**src/rtl/srd_byte_collector.sv**
```systemverilog
// ============================================================================
// Module      : srd_byte_collector
// Description : Collects SDRD bits sampled on qualified bus reads into frames
//               and holds each completed frame behind a valid/ack handshake.
//               Optional trailing odd-parity bit enabled by SRD_PARITY_EN.
// Revision    : 1.0  initial release
// ============================================================================
`default_nettype none

module srd_byte_collector #(
  parameter int BITS      = 8,
  parameter int MSB_FIRST = 1,
  parameter int TIMEOUT   = 255
) (
  input  logic            clk,
  input  logic            rst,
  input  logic            bus_stb,
  input  logic            sser,
  input  logic            ba13,
  input  logic            ba12,
  input  logic            br_w,
  input  logic            sdrd,
  input  logic            sync_clr,
  output logic [BITS-1:0] byte_data,
  output logic            byte_valid,
  input  logic            byte_ack,
  output logic            overrun,
  output logic            parity_err,
  output logic            busy
);

`ifdef SRD_PARITY_EN
  localparam int c_PAR = 1;
`else
  localparam int c_PAR = 0;
`endif
  localparam int c_FL = BITS + c_PAR;
  localparam int c_CW = $clog2(c_FL + 1);
  localparam int c_IW = $clog2(TIMEOUT + 1);

  localparam logic [0:0] c_IDLE  = 1'b0;
  localparam logic [0:0] c_SHIFT = 1'b1;

  logic [0:0]      r_state;
  logic [0:0]      w_state_next;
  logic [c_FL-1:0] r_sr;
  logic [c_CW-1:0] r_cnt;
  logic [c_IW-1:0] r_idle;
  logic [BITS-1:0] r_data;
  logic            r_valid;
  logic            r_overrun;

  logic            w_qrd;
  logic            w_accept;
  logic            w_done;
  logic            w_tmo;
  logic [c_CW-1:0] w_pos;
  logic [c_CW-1:0] w_shamt;
  logic [c_CW-1:0] w_cnt_inc;
  logic [c_FL-1:0] w_frame;
  logic [BITS-1:0] w_data;

  assign w_qrd    = bus_stb & ~sser & ~ba13 & ba12 & br_w;
  assign w_accept = w_qrd & ~sync_clr;

  // Bits are placed by position into a cleared register, so the frame is
  // complete combinationally on the edge of the final qualified read.
  assign w_pos     = (r_state == c_IDLE) ? '0 : r_cnt;
  assign w_shamt   = (MSB_FIRST != 0) ? (c_CW'(c_FL - 1) - w_pos) : w_pos;
  assign w_frame   = r_sr | (c_FL'(sdrd) << w_shamt);
  assign w_cnt_inc = (r_state == c_IDLE) ? c_CW'(1) : (r_cnt + c_CW'(1));
  assign w_done    = w_accept & (w_cnt_inc == c_CW'(c_FL));
  assign w_tmo     = (r_state == c_SHIFT) & ~w_qrd & ~sync_clr &
                     (r_idle == c_IW'(TIMEOUT - 1));

  // With parity, the parity bit sits below the data (MSB-first) or above it.
  assign w_data = (MSB_FIRST != 0) ? w_frame[c_FL-1 -: BITS] : w_frame[BITS-1:0];

  // State register
  always_ff @(posedge clk) begin
    if (rst) begin
      r_state <= c_IDLE;
    end else begin
      r_state <= w_state_next;
    end
  end

  // Next-state logic
  always_comb begin
    w_state_next = r_state;
    case (r_state)
      c_IDLE: begin
        if (w_accept) begin
          w_state_next = w_done ? c_IDLE : c_SHIFT;
        end
      end
      c_SHIFT: begin
        if (sync_clr) begin
          w_state_next = c_IDLE;
        end else if (w_qrd) begin
          w_state_next = w_done ? c_IDLE : c_SHIFT;
        end else if (w_tmo) begin
          w_state_next = c_IDLE;
        end
      end
      default: w_state_next = c_IDLE;
    endcase
  end

  // Output logic
  always_comb begin
    busy = (r_state == c_SHIFT);
  end

  // Frame assembly: shift register, bit counter and idle counter
  always_ff @(posedge clk) begin
    if (rst) begin
      r_sr   <= '0;
      r_cnt  <= '0;
      r_idle <= '0;
    end else begin
      if (sync_clr || w_tmo || w_done) begin
        r_sr  <= '0;
        r_cnt <= '0;
      end else if (w_accept) begin
        r_sr  <= w_frame;
        r_cnt <= w_cnt_inc;
      end
      if ((w_state_next == c_SHIFT) && !w_qrd) begin
        r_idle <= r_idle + c_IW'(1);
      end else begin
        r_idle <= '0;
      end
    end
  end

  // Holding register and handshake; a completion coinciding with an ack wins
  always_ff @(posedge clk) begin
    if (rst) begin
      r_data    <= '0;
      r_valid   <= 1'b0;
      r_overrun <= 1'b0;
    end else begin
      if (w_done && (!r_valid || byte_ack)) begin
        r_data  <= w_data;
        r_valid <= 1'b1;
      end else begin
        if (w_done) begin
          r_overrun <= 1'b1;
        end
        if (byte_ack) begin
          r_valid <= 1'b0;
        end
      end
    end
  end

`ifdef SRD_PARITY_EN
  logic r_perr;

  // Odd parity over data and parity bit; an even count of ones is an error.
  always_ff @(posedge clk) begin
    if (rst) begin
      r_perr <= 1'b0;
    end else if (w_done && (!r_valid || byte_ack)) begin
      r_perr <= ~(^w_frame);
    end
  end

  assign parity_err = r_perr;
`else
  assign parity_err = 1'b0;
`endif

  assign byte_data  = r_data;
  assign byte_valid = r_valid;
  assign overrun    = r_overrun;

endmodule

`default_nettype wire

```
**config.mk**
```make
export PLATFORM = sky130hd
export DESIGN_NAME = srd_byte_collector
export DESIGN_NICKNAME = d
export VERILOG_FILES = /design/src/rtl/srd_byte_collector.sv
export SDC_FILE = /design/constraint.sdc
export NUM_CORES = 1
export LEC_CHECK = 0
export CAP_MARGIN = 5
export CORE_ASPECT_RATIO = 1.1
export CORE_MARGIN = 2
export CORE_UTILIZATION = 54
export CTS_CLUSTER_SIZE = 8
export DETAILED_ROUTE_END_ITERATION = 10
export GPL_ROUTABILITY_DRIVEN = 0
export PLACE_DENSITY = 0.79
export SYNTH_ARGS = -nofsm -noshare
export SYNTH_HDL_FRONTEND = slang
export SYNTH_SLANG_ARGS = --single-unit
```
**constraint.sdc**
```tcl
create_clock -name clk -period 2.1 [get_ports clk]
set_input_delay 0.42 -clock clk [delete_from_list [all_inputs] [get_ports clk]]
set_output_delay 0.42 -clock clk [all_outputs]
set_load 0.02 [all_outputs]
```
# After elaboration in Yosys (flattened, before gate mapping)
# Index checks and enable logic that the tools add are counted.
# word_totals
register_bits	31
inputBits	10
output_inout_bits	12
# op_classes
bitwise_logic	17
eq_ne	2
addsub	3
n_mux	10
reduce_logical	11
shifts	1
# ops
operator	n
$and A1 B1 Y1	9
$add A8 B1 Y8 const B	1
$eq A8 B8 Y1 const B	1
$mux W4	2
$or A8 B8 Y8	1
$shl A1 B4 Y8	1
$mux W1	7
$not A1 Y1	7
$add A4 B1 Y4 const B	1
$eq A4 B4 Y1 const B	1
$reduce_or A2 Y1	2
$sub A3 B4 Y4 const A	1
$logic_or A1 B1 Y1	3
$logic_and A1 B1 Y1	2
$logic_not A1 Y1	2
$pmux W1 S2	1
$reduce_and A2 Y1	1
$reduce_bool A2 Y1	1

# Logic depth before layout (Yosys ltp)
# logic_depth
depth_word	16
depth_mapped	6
ltp_nobuf	5

# Worst setup path before layout
# Ideal clock, no wire load.
# synth_timing
kind	reg2reg
from	register r_cnt[1]
to	register r_cnt[0]
t_required_ns	1.977
setup_slack_ns	0.569
setup_ns	0.123
stages_incl_launch_ff	7
n_path_buf	1
t_arrival_ns	1.408
path_cell_list	dfxtp_1 ha_1 xnor2_1 nand3b_1 nor3_2 buf_6 nor3_2
# synth_between
elab_chain_len	6
# synth_lines
item	line_no	text
from (decl)	47	logic [c_CW-1:0] r_cnt;
from (signal assigned)	127	r_cnt <= w_cnt_inc;
$add A4 B1 Y4	71	assign w_cnt_inc = (r_state == c_IDLE) ? c_CW'(1) : (r_cnt + c_CW'(1));
$mux W4	71	
$eq A4 B4 Y1	72	assign w_done = w_accept & (w_cnt_inc == c_CW'(c_FL));
$and A1 B1 Y1	72	
$logic_or A1 B1 Y1	122	if (sync_clr || w_tmo || w_done) begin
$reduce_or A2 Y1 (no source line)	n/a	
# Every way passes these cells.
# A chain may end at the register's enable or synchronous reset.

# Final worst setup path
# layout_timing
from	register r_cnt[0]
to	register r_data[7] (netlist: byte_data[7])
# layout_between
elab_chain_len	5
word_cells_on_any_way	9
cone_classes	add/sub: 2; eq/ne: 1; shift: 1; mux: 2; bitwise: 2; reduce/logical: 1
# layout_lines
item	line_no	text
$add A4 B1 Y4	71	
$mux W4	71	
$eq A4 B4 Y1	72	
$and A1 B1 Y1	72	
$logic_and A1 B1 Y1	144	if (w_done && (!r_valid || byte_ack)) begin
to (signal assigned)	145	r_data <= w_data;
to (decl)	49	logic [BITS-1:0] r_data;
# Parallel ways exist; a longest one is shown, timed or not.

==> summary.txt <==
Worst hold path
  – Hold_sp: r_idle[0]$_SDFF_PP0_
  – Hold Path Class: reg -> reg
  – Hold Crit Depth: 1
  – Hold endpoint: r_idle[0]$_SDFF_PP0_

Timing
  – Hold_ws: 0.508 ns
  – Final period util: 87.3%
  – Fmax: 0.545 GHz
  – Skew final: 0.0158 ns
  – Final hold viol count: 0
  – Minimum clock period after layout: 1.83 ns
  – Setup TNS: 0 ns
  – Max-slew violations: 0
  – RSZ-0062 raised after global routing: false
  – # setup viols final: 0
  – Final WS setup: 0.266 ns

Pwr
  – Combinational fraction of design power: 5.4%
  – Net Sw Power: 0.222 mW
  – Internal Power: 0.744 mW
  – Sw Ratio: 23.0%
  – Static Leak: 0.606 nW
  – Total power: 0.966 mW
  – Pwr per Cell Area: 520 nW/um2
  – Max IR drop VDD: 0.000385 V
  – Clock share of power: 33.7%
  – Sequential share of power: 60.9%

Yosys
  – Syn Std Cell Area: 1610 um2
  – Register area share after synthesis: 38.7%
  – Syn_nets: 178
  – Ys flop type: dfxtp_1
  – FF+latch count, synth: 31
  – Syn avg cell area: 9.73 um2
  – EDFF count, synth: 0
  – Synth unique cells: 48
  – Post-Syn Instances: 165
  – Syn. warnings: 0
  – Async SR Flop Fraction: 0%

CTS
  – Worst skew pair latency: 0.32 ns
  – Sink Count: 31
  – CTS Root Cell: clkbuf_4
  – Postcts setup bufs: 0
  – Hold Buf Count CTS: 0
  – Clock Path Buffers: 2
  – PostCTS Resize Cnt: 0
  – TritonCTS Buffers: 5
  – CTS clock-pin slew for the worst setup and hold paths: 0.10 ns
  – H-tree levels: 2
  – CTS tree: done

Worst setup path
  – Slowest-stage cell, CP: dfxtp_1
  – Crit. End Element: register
  – Worst reg2reg path startpoint: r_cnt[0]$_SDFFE_PP0P_
  – Crit Path Class: reg -> reg
  – RR Endpoint: byte_data[7]$_SDFFE_PP0P_
  – CP arrival: 2.07 ns
  – Max incr delay on CP: 0.54 ns
  – R2R setup slack: 0.27 ns
  – Worst path buffer plus inverter count: 0
  – Critical-path cell list: ha_1 > xnor2_1 > and3b_1 > a31oi_1 > a311oi_1
  – Worst Path Max Fanout: 12
  – R2R depth: 5
  – Crit path launch type: register
  – Top cell family by delay on the critical path: flip-flops
  – Critical Path RT: 2.34 ns

Final layout
  – Commonest cells after routing, fill and taps aside: dfxtp_1, clkdlybuf4s50_1, a31oi_1
  – Most common cell after layout, fill and taps aside: dfxtp_1
  – Nets@finish: 201
  – Layout area overhead: 15.7%
  – Final Non-Filler Cells: 222
  – Number of diodes: 0
  – FILL cells: 234
  – Share of cells above drive strength 1: 18.0%

GRT
  – Initial antenna violation count: 0
  – First-pass GRT wire length: 6030 um
  – Gr ovfl total: 0
  – GRT Total Usage: 22.6%
  – Vias in the first global route: 1386
  – Largest net degree at the start of global routing: 20

Floorplan
  – Die ar.: 3430 um2
  – Core area: 2800 um2
  – I/O pin count: 22
  – Initial Util: 57.3%
  – DIE WIDTH: 56.0 um
  – FP Rows: 20
  – Die height: 61.2 um

Run
  – Max-Cap Viols: 0

Routing
  – Via count: 1413
  – WL per Instance: 15.9 um
  – Overall routed net length: 3540 um
  – Initial DRC Count: 68
  – Routed Antenna Nets: 0
  – DRC viols: 0
  – Pre-antenna DRT Iters: 4
  – Drt via density: 6.36

Place
  – Post-Place Setup Slack: 0.0527 ns
  – Inst Count DP: 214
  – DPL Wire Length: 2670 um
  – Port Buf Inserts: 20

Outcome
  – Outcome: completed
per-stage QoR:
stage	util, %	area (um2)
after floorplan	-	1610
after CTS	66.3	1860
after detailed placement	64.5	1810
after global placement	64.5	1810
after global routing	66.3	1860
final	66.3	1860
kinds of logic after synthesis:
family                   count (synthesis)  share of synthesized area, %
other                                    1                         0.234
multiplexers                             2                          1.79
AO/OA/AOI/OAI                           44                          18.2
flip-flops                              31                          38.7
XOR/XNOR                                 7                          3.82
buffers and inverters                   14                          6.47
AND/OR/NAND/NOR                         63                          28.5
adder cells (fa/ha/maj)                  3                          2.34
flip-flops by register name, indices dropped and copies added, names as in the netlist:
signal	flops
overrun	1
r_sr	8
r_idle	8
byte_data	8
busy	1
byte_valid	1
r_cnt	4
power groups by stage:
stage | clock (mW) | sequential, mW | combinational [mW]
final | 0.326 | 0.588 | 0.0520
after global routing | 0.357 | 0.588 | 0.0552
after CTS | 0.331 | 0.588 | 0.0517
after detailed placement | 0 | 0.602 | 0.0515
after global placement | 0 | 0.602 | 0.0500
after floorplan | 0 | 0.602 | 0.0259
cell type report:
class | count | area [um2] | share of cell area, %
Multi-Input combinational cell | 120 | 881 | 47.4
Sequential cell | 31 | 621 | 33.4
Timing Repair Buffer | 27 | 253 | 13.6
Clock buffer | 7 | 45.0 | 2.43
Tap cell | 33 | 41.3 | 2.22
Inverter | 3 | 11.3 | 0.606
Clock inverter | 1 | 5.00 | 0.270
metal layers:
metal | part of all wire (%) | global-route usage (%) | routed length (um)
met4 | 2.0 | 11.2 | 71
met2 | 50 | 43.2 | 1780
met1 | 42 | 24.3 | 1470
met3 | 6.0 | 4.41 | 212
met5 | 0 | 0 | 0
Yosys cell counts, drive strengths merged, types with 3 or more instances:
master / n / share of area [%]
a21oi: 10 / 3.1
a311oi: 6 / 3.3
nor2b: 3 / 1.2
nor3: 15 / 8.8
o21ai: 6 / 1.9
nor2: 12 / 3.1
nand3: 6 / 1.9
dfxtp: 31 / 39
nand2: 4 / 0.94
a31oi: 13 / 5.1
a41oi: 3 / 1.6
buf: 8 / 4.1
inv: 3 / 0.70
ha: 3 / 2.3
xor2: 5 / 2.7
nand4: 4 / 1.6
worst register-to-register path, delay by kind of cell (launching register included):
kind	cells	cell delay (ns)
adders and majority gates	1	0.27
xor gates and xnor gates	1	0.15
AOI/OAI and AO/OA	2	0.41
and+or+nand+nor	1	0.39
DFF	1	0.54
how the worst max path moves through the flow:
stage | cells past startpoint | slack, ns | endpoint | start
after floorplan | 6 | 0.57 | r_cnt[0]$_SDFFE_PP0P_ | r_cnt[1]$_SDFFE_PP0P_
after global placement | 5 | 0.11 | byte_data[6]$_SDFFE_PP0P_ | ba13
after detailed placement | 5 | 0.05 | byte_data[7]$_SDFFE_PP0P_ | ba13
after CTS | 5 | 0.29 | byte_data[7]$_SDFFE_PP0P_ | r_cnt[0]$_SDFFE_PP0P_
after global routing | 5 | 0.08 | byte_data[6]$_SDFFE_PP0P_ | r_cnt[0]$_SDFFE_PP0P_
final | 5 | 0.27 | byte_data[7]$_SDFFE_PP0P_ | r_cnt[0]$_SDFFE_PP0P_
(Power assumes the default switching activity.)
